**config.mk**
```make
export PLATFORM = sky130hd
export DESIGN_NAME = dir_input_conditioner
export DESIGN_NICKNAME = d
export VERILOG_FILES = /design/src/rtl/dir_input_conditioner.sv
export SDC_FILE = /design/constraint.sdc
export NUM_CORES = 1
export LEC_CHECK = 0
export BUFFER_PORTS_ARGS = -buffer_cell sky130_fd_sc_hd__buf_2
export CAP_MARGIN = 25
export CORE_ASPECT_RATIO = 0.7
export CORE_MARGIN = 3
export CORE_UTILIZATION = 40
export CTS_BUF_LIST = sky130_fd_sc_hd__clkbuf_16
export DETAILED_ROUTE_END_ITERATION = 8
export PLACE_DENSITY = 0.55
export SETUP_SLACK_MARGIN = 0.2
export SKIP_LAST_GASP = 1
export SYNTH_ARGS = -nofsm -noshare
export SYNTH_HDL_FRONTEND = slang
export SYNTH_SLANG_ARGS = --single-unit
```
**constraint.sdc**
```tcl
create_clock -name clk -period 3.7 [get_ports clk]
set_input_delay 0.37 -clock clk [delete_from_list [all_inputs] [get_ports clk]]
set_output_delay 0.37 -clock clk [all_outputs]
set_load 0.05 [all_outputs]
```
**src/rtl/dir_input_conditioner.sv**
```systemverilog
// rtl/dir_input_conditioner.sv - button synchronizer, debouncer and latched direction request
// Raw U/D/L/R buttons become a persistent one-hot move request for the game FSM.
module dir_input_conditioner #(
  parameter int DEBOUNCE_CYCLES = 1000000,
  parameter int CNT_W           = 20
) (
  input  logic       clk,
  input  logic       cpu_resetn,
  input  logic       btnU_in,
  input  logic       btnD_in,
  input  logic       btnL_in,
  input  logic       btnR_in,
  input  logic       dir_clear,
  output logic       move_up,
  output logic       move_down,
  output logic       move_left,
  output logic       move_right,
  output logic [1:0] dir_code,
  output logic       dir_valid,
  output logic       press_pulse
);

  localparam logic [CNT_W-1:0] CNT_LAST = CNT_W'(DEBOUNCE_CYCLES - 1);

  // Bit order everywhere: 0 = up, 1 = down, 2 = left, 3 = right.
  logic [3:0] raw;
  logic [3:0] sync1;
  logic [3:0] sync2;
  logic [3:0] db;
  logic [3:0] db_d;
  logic [3:0] rise;
  logic [3:0] move_q;

  assign raw = {btnR_in, btnL_in, btnD_in, btnU_in};

  always_ff @(posedge clk or negedge cpu_resetn) begin
    if (!cpu_resetn) begin
      sync1 <= '0;
      sync2 <= '0;
    end else begin
      sync1 <= raw;
      sync2 <= sync1;
    end
  end

  // A level must differ from db for DEBOUNCE_CYCLES consecutive cycles to be taken.
  for (genvar i = 0; i < 4; i++) begin : g_db
    logic [CNT_W-1:0] cnt;

    always_ff @(posedge clk or negedge cpu_resetn) begin
      if (!cpu_resetn) begin
        cnt   <= '0;
        db[i] <= 1'b0;
      end else if (sync2[i] == db[i]) begin
        cnt <= '0;
      end else if (cnt == CNT_LAST) begin
        db[i] <= sync2[i];
        cnt   <= '0;
      end else begin
        cnt <= cnt + 1'b1;
      end
    end
  end

  always_ff @(posedge clk or negedge cpu_resetn) begin
    if (!cpu_resetn) begin
      db_d <= '0;
    end else begin
      db_d <= db;
    end
  end

  assign rise = db & ~db_d;

  logic       any_rise;
  logic [1:0] sel_code;

  always_comb begin
    any_rise = |rise;
    sel_code = 2'd0;
    if (rise[0]) begin
      sel_code = 2'd0;
    end else if (rise[1]) begin
      sel_code = 2'd1;
    end else if (rise[2]) begin
      sel_code = 2'd2;
    end else if (rise[3]) begin
      sel_code = 2'd3;
    end
  end

  // Clear beats a coincident rise; dir_code keeps its last value when cleared.
  always_ff @(posedge clk or negedge cpu_resetn) begin
    if (!cpu_resetn) begin
      move_q      <= '0;
      dir_code    <= 2'd0;
      dir_valid   <= 1'b0;
      press_pulse <= 1'b0;
    end else if (dir_clear) begin
      move_q      <= '0;
      dir_valid   <= 1'b0;
      press_pulse <= 1'b0;
    end else if (any_rise) begin
      move_q      <= 4'b0001 << sel_code;
      dir_code    <= sel_code;
      dir_valid   <= 1'b1;
      press_pulse <= 1'b1;
    end else begin
      press_pulse <= 1'b0;
    end
  end

  assign move_up    = move_q[0];
  assign move_down  = move_q[1];
  assign move_left  = move_q[2];
  assign move_right = move_q[3];

endmodule

```
# Word-level counts from Yosys, hierarchy flattened

Index checks and enable logic that the tools add are counted.

Register bits: 104
Bits in latches: 0
RAM bits: 0
Memories kept: 0
Logic and storage cells: 60
Memory bits (read-only): 0
Output and inout port bits: 8

Bitwise logic cells: 7
Shifts and indexed selects: 1
Div/mod/pow operators: 0
Mux-type cells: 18
Multiply operators: 0
Eq/ne operators: 8
$lt $le $gt $ge: 0
Reductions and logical operators: 7
Add/subtract/negate cells: 4

Operator list:

| cell                    | count |
|---|---|
| $mux W20                | 8 |
| $add A20 B1 Y20 const B | 4 |
| $eq A20 B20 Y1 const B  | 4 |
| $reduce_and A2 Y1       | 5 |
| $mux W2                 | 4 |
| $mux W4                 | 2 |
| $not A1 Y1              | 5 |
| $and A4 B4 Y4           | 1 |
| $eq A1 B1 Y1            | 4 |
| $mux W1                 | 4 |
| $not A4 Y4              | 1 |
| $reduce_or A4 Y1        | 1 |
| $shl A1 B2 Y4 const A   | 1 |
| $reduce_bool A2 Y1      | 1 |

# Depth between registers and ports, before layout

Gate-level depths: netlist of run 1.

Word-level depth: 9
Gate-level depth with buffers: 7

# Worst setup path before layout of run 1

OpenSTA, ideal clock, no wires.

Kind: register to register
From: register g_db[3].cnt[12]
To: register db[3]
Buffers on the path: 0
Clock period less this slack: 2.067 ns
Cell stages (with the launch flop): 5
Library setup time: 0.128 ns
Path slack: 1.633 ns
Arrival: 1.939 ns
Path through: dfrtp_1 or4_1 or4_4 nor2_1 mux2_1

Longest elaborated chain between the ends: 2

Ends and longest elaborated chain:

| item                               | line | RTL |
|---|---|---|
| start, declared                    | 48   | `logic [CNT_W-1:0] cnt;` |
| start signal, assigned             | 60   | `cnt <= cnt + 1'b1;` |
| $eq A20 B20 Y1                     | 56   | `end else if (cnt == CNT_LAST) begin` |
| $reduce_and A2 Y1 (no source line) | n/a  |  |
| end signal, assigned by index      | 57   | `db[i] <= sync2[i];` |
| end, declared                      | 29   | `logic [3:0] db;` |

Every way passes these cells.
A chain may end at the register's enable or synchronous reset.

# Worst setup path after layout of run 1

From: register g_db[2].cnt[12]
To: register g_db[2].cnt[13]

Longest elaborated chain between the ends: 3
Elaborated cells on any way between the ends: 4

Ends and longest elaborated chain:

| item                                                     | line   | RTL |
|---|---|---|
| start, declared                                          | 48     |  |
| start signal, assigned                                   | 60     |  |
| $add A20 B1 Y20 / $eq A20 B20 Y1 (equally long branches) | 60, 56 |  |
| $mux W20 *                                               | 56     |  |
| $mux W20 *                                               | 54     | `end else if (sync2[i] == db[i]) begin` |

Mark *: on every way between the ends. The rest lies on a longest branch, timed or not.

==> results of run 1 <==
==> cell families (layout without fill, tap and decap cells) <==
logic type,Yosys count,after routing
muxes,7,7
xor gates and xnor gates,49,49
adders and majority gates,4,4
AOI/OAI and AO/OA,61,61
and+or+nand+nor,223,223
buffers and inverters,30,52
DFF,104,104
==> cell usage after synthesis <==
master,number,area share
xor2_1,22,0.040
or2_2,2,0.0026
o21ai_0,14,0.015
buf_6,1,0.0023
xnor2_1,27,0.049
nand4_1,16,0.021
o21ai_1,1,0.0010
mux2_1,1,0.0023
mux2i_1,2,0.0041
nand2_1,26,0.020
nand4b_1,1,0.0018
o22a_1,1,0.0018
or4_4,1,0.0023
nand3_1,30,0.031
clkbuf_1,7,0.0054
a31o_2,1,0.0018
nor2_1,66,0.051
buf_2,6,0.0062
inv_1,16,0.012
a21oi_1,29,0.030
and3_1,8,0.010
mux2_2,4,0.0093
nand3_2,1,0.0021
or4b_2,1,0.0021
ha_1,4,0.010
a21boi_0,1,0.0016
nor3_1,15,0.016
o21ai_4,1,0.0034
and2_1,1,0.0013
nor4b_1,2,0.0036
or4b_1,4,0.0083
or3b_2,1,0.0018
nand2b_1,3,0.0039
nor4_1,8,0.010
and4_1,5,0.0091
nor2b_1,5,0.0065
or3_1,12,0.016
dfrtp_1,104,0.54
o31ai_1,12,0.019
or4_1,15,0.023
o311a_1,1,0.0021
==> per-stage QoR <==
stage                     instances  power [mW]   util  hold WS (ps)
after floorplan                 478        1.22      -          74.4
after detailed placement        637        1.26  0.447           346
after global placement          636        1.26  0.445           338
after CTS                       653        2.34  0.477          27.1
final                           653        2.30  0.477          4.96
after global routing            653        2.40  0.477          32.9
==> worst max-delay path, cell delays in order (launching register included) <==
cell and delay (ps):
dfrtp_1 430, or4b_1 510, or4_1 540, o21ai_1 570
buf_4 300, nor2_1 70
==> flip-flops by register name, indices dropped and copies added, names as in the netlist <==
register and flops:
db 4, dir_code 2, press_pulse 1, g_db.cnt 80
sync2 4, sync1 4, db_d 4, move_q 4
dir_valid 1
==> power by group <==
part | total (mW) | internal (mW) | switching, mW | leakage (nW)
Clock | 1.07 | 0.655 | 0.410 | 0.161
Sequential | 1.17 | 1.15 | 0.0150 | 1.42
Combinational | 0.0718 | 0.0213 | 0.0505 | 0.625
Total | 2.30 | 1.83 | 0.476 | 2.21
==> area by class of cell <==
class | count | share of cell area
Sequential cell | 104 | 0.480
Multi-Input combinational cell | 344 | 0.387
Clock buffer | 9 | 0.0416
Tap cell | 153 | 0.0353
Timing Repair Buffer | 20 | 0.0240
Clock inverter | 7 | 0.0203
Inverter | 16 | 0.0111
==> final timing paths <==
path                       cells after the start              end            start  slack (ps)
setup / recovery                               5  g_db[2].cnt[13]  g_db[2].cnt[12]        1160
hold / removal                                 1  g_db[2].cnt[17]       cpu_resetn           5
setup reg to reg                               5  g_db[2].cnt[13]  g_db[2].cnt[12]        1160
hold reg to reg                                0         sync2[2]         sync1[2]         360
max in group asynchronous                      2   g_db[3].cnt[8]       cpu_resetn        3090
min in group clk                               1         sync1[1]          btnD_in         130
==> layer usage <==
metal	global-route usage	vias to the layer above	share of wire
li1	-	1731	-
met1	0.220	1702	0.53
met2	0.212	29	0.43
met3	0.0433	11	0.028
met4	0.0368	0	0.012
met5	0	-	0
==> results.cfg, run 1 <==
[clocking]
clock-sinks = 104
cts_resized = 0
clk_path_buf_depth = 2
cts_tree = yes
root_buffer = clkbuf_16
postCtsSetupBuffers = 0
cts.clk_slew.worst_paths_ps = 70
cts_made_buffers = 9
hold_buffers = 0
clock_latency_ps = 340
cts_htree_levels = 3

[power]
powerDensity_nw_per_um2 = 425
power.leakage_nw = 2.21
ir_worst_vdd_v = 0.000268

[layout]
layout_commonest_cell = dfrtp_1
drive_above_1_share = 0.0940
area_growth_pct = 12.3
nets = 506
ff_latch_area_um2 = 2600
n_fill_cell = 1074
mostFrequentLayoutCells = dfrtp_1, nor2_1, nand3_1, a21oi_1, xnor2_1
design_area_um2 = 5420
multi_input_area_um2 = 2100
diodes = 0

[floorplan]
ios = 15
rows = 32
floorplan.initialDensity = 0.424
die-area_um2 = 13400
die_y_um = 97.9
dieWidth_um = 137
coreArea_um2 = 11400

[routing]
drcViolationCount = 0
dr.pass1.iters = 4
drt-initial-drc-count = 200
final_antenna_net_count = 0
routed_wl_mm = 9.06
wl_per_cell_um = 13.9
avgViaCountPerCell = 5.32
vias = 3473

[hold_path]
min_path_type = in2async

[global_route]
overflow = 0
grt_antenna_before_repair = 0
grt_pass1_vias = 3344
grtUsageTotal = 0.148
grt_start_max_net_pins = 44
grt_pass1_wl_mm = 16.2

[synthesis]
synthSimpleGateAreaFrac = 0.244
syn_area_per_cell_um2 = 10.1
synth_mux_area_frac = 0.0158
synth_xor_area_frac = 0.0890
synth_cells = 478
synthAdderAreaFrac = 0.0104
synth_top_family_by_area = simple AND/OR/NAND/NOR gates
yosysUniqueCellTypes = 41
ys_seq_elements = 104
yosys_warnings = 0
synth_compound_area_frac = 0.0749
syn_nets = 489
yosysSeqAreaShare = 0.539
syn_area_um2 = 4820

[sta]
fin_ws_ps = 1160
slew_headroom = 0.490
worstMarginPinSlew_ps = 761
hold_viol = 0
fmaxAchievable_mhz = 394
setup_tns_ps = 0
period_needed_ps = 2540
finClkSkew_ps = 5.80
fin_crit_sh = 0.686
final-setup-viol-count = 0
slew_viol_final = 0
rsz0062_at_grt = false

[placed_design]
hpwlAfterDp_mm = 6.28
place.gp.congestion = 0.792
place.port_buffers = 14
place_ws_ps = 1180
placed_area_um2 = 5080

[setup_path]
endpoint_kind = flip-flop
path_max_fanout = 11
criticalPathCategory = reg2reg
startpoint_type = flip-flop
crit_arrival_ps = 2770
worstPathRequired_ps = 3930

[run_status]
status = finished clean

[job]
maxCapViolations = 0
(Power assumes the default switching activity.)
==> inputs of run 2 (changes only) <==
--- a/config.mk
+++ b/config.mk
@@ -12,7 +12,7 @@
 export CORE_UTILIZATION = 40
 export CTS_BUF_LIST = sky130_fd_sc_hd__clkbuf_16
 export DETAILED_ROUTE_END_ITERATION = 8
-export PLACE_DENSITY = 0.55
+export PLACE_DENSITY = 0.57
 export SETUP_SLACK_MARGIN = 0.2
 export SKIP_LAST_GASP = 1
 export SYNTH_ARGS = -nofsm -noshare
==> constraint.sdc (replaced) <==
create_clock -name clk -period 2.1 [get_ports clk]
set_input_delay 0.21 -clock clk [delete_from_list [all_inputs] [get_ports clk]]
set_output_delay 0.21 -clock clk [all_outputs]
set_load 0.05 [all_outputs]
==> run 2 against run 1 <==
Effect of this change:
- combinational power rose by 130%
- setup slack worse by 1100 ps
- utilization increased by 3.7 points
- sequential power grew 76%
- non-clock buffer count up 38
- first-iteration DRC count is 21% higher
- sequential cell count did not move
- cell area grew 7.8%
- critical path type unchanged
==> results.cfg, run 2 (same netlist as run 1, synthesis figures left out) <==
[setup_path]
worstPathRequired_ps = 2320
rr_worst_depth = 4
criticalPathCategory = reg2reg
cp.depth = 4
cp_cell_sequence = or4b_1 > or4_4 > nor2_2 > mux2_4
r2r_start = g_db[2].cnt[11]
r2r-end = db[2]
endpoint_kind = flip-flop
cp_slowest_stage_delay_ps = 560
crit_slowest_cell = or4_4
crit_buf_inv = 0
startpoint_type = flip-flop
ff2ff_setup_slack_ps = 90
crit_family = simple AND/OR/NAND/NOR gates
path_max_fanout = 2
crit_arrival_ps = 2240

[global_route]
grt_pass1_vias = 3545
grt_pass1_wl_mm = 17.2
grt_antenna_before_repair = 0
overflow = 0
grtUsageTotal = 0.158
grt_start_max_net_pins = 47

[job]
maxCapViolations = 0

[sta]
final-setup-viol-count = 0
rsz0062_at_grt = true
finClkSkew_ps = 6.33
fmaxAchievable_mhz = 496
hold_viol = 0
worstMarginPinSlew_ps = 552
fin_crit_sh = 0.959
period_needed_ps = 2010
slew_viol_final = 0
setup_tns_ps = 0
slew_headroom = 0.629

[placed_design]
placedCellCount = 658
place.port_buffers = 14
hpwlAfterDp_mm = 6.56
place.gp.congestion = 0.785

[routing]
wl_per_cell_um = 14.1
routed_wl_mm = 9.73
final_antenna_net_count = 0
avgViaCountPerCell = 5.23
dr.pass1.iters = 4
drcViolationCount = 0
vias = 3613
drt-initial-drc-count = 242

[layout]
layout_commonest_cell = dfrtp_1
fin_util = 0.514
largest_register_ffs = 80
largest-register = g_db.cnt
diodes = 0
drive_above_1_share = 0.193
area_growth_pct = 21.0
layout.cells.non_filler = 691
mostFrequentLayoutCells = dfrtp_1, nor2_1, buf_4, nand3_1, xnor2_1
nets = 544

[floorplan]
dieWidth_um = 137
die-area_um2 = 13400
floorplan.initialDensity = 0.424
die_y_um = 97.9
ios = 15
coreArea_um2 = 11400
rows = 32

[clocking]
cts_made_buffers = 9
cts.clk_slew.worst_paths_ps = 70
root_buffer = clkbuf_16
cts_htree_levels = 3
clock_latency_ps = 340
clock-sinks = 104
clk_path_buf_depth = 2
cts_tree = yes

[power]
powerDensity_nw_per_um2 = 656
ir_worst_vdd_v = 0.000379
power.leakage_nw = 2.40

[hold_path]
min_to = move_q[0]
min_path_type = in2reg
worstHoldStart = dir_clear
min_path_cells = 2

[run_status]
status = finished clean
[run 2: routing by layer]
metal  vias up  track usage  wire length, um
met5         -            0                0
met4         0       0.0399               33
met3         2       0.0355              248
met2        30        0.225             4280
met1      1777        0.242             5170
li1       1804            -                -
[run 2: what timing repair did]
action / in CTS / in global routing
endpoints found under the setup margin: 62 / 49
cloned: 1 / 1
hold buffers: 5 / 0
gates resized for setup: 16 / 17
pin swaps: 4 / 11
endpoints found under the hold margin: 29 / 0
buffers inserted: 3 / 7
[run 2: worst max-delay path by stage]
stage                          startpoint              to  slack (ps)
after floorplan            g_db[2].cnt[8]           db[2]         130
after global placement    g_db[2].cnt[11]  g_db[2].cnt[5]          90
after detailed placement  g_db[2].cnt[15]  g_db[2].cnt[5]          60
after CTS                 g_db[2].cnt[11]  g_db[2].cnt[5]         100
after global routing      g_db[2].cnt[11]  g_db[2].cnt[2]          40
final                     g_db[2].cnt[11]           db[2]          90
[run 2: area by class of cell]
cell class,instances,area [um2]
fill,1044,5530
tap,153,191
sequential,104,2600
inverter,16,60.1
clock buffer,9,225
timing repair buffer,58,459
clock inverter,7,56.3
multi-input combinational,344,2240
[run 2: metrics by stage]
stage / setup WS (ps) / hold WS, ps / cell area, um2 / power, mW
2_1_floorplan: 125 / -85.6 / 4870 / 2.15
3_3_place_gp: 88.6 / 168 / 5290 / 2.24
3_5_place_dp: 59.0 / 166 / 5290 / 2.24
4_1_cts: 97.3 / 102 / 5710 / 3.88
5_1_grt: 42.1 / 122 / 5840 / 4.01
6_report: 85.8 / 118 / 5840 / 3.83
[run 2: report_power, final]
| group | total, mW | internal (mW) | switching (mW) | leakage, nW |
|---|---|---|---|---|
| clock network | 1.61 | 0.904 | 0.707 | 0.144 |
| logic | 0.163 | 0.0627 | 0.101 | 0.829 |
| registers | 2.06 | 2.03 | 0.0282 | 1.42 |
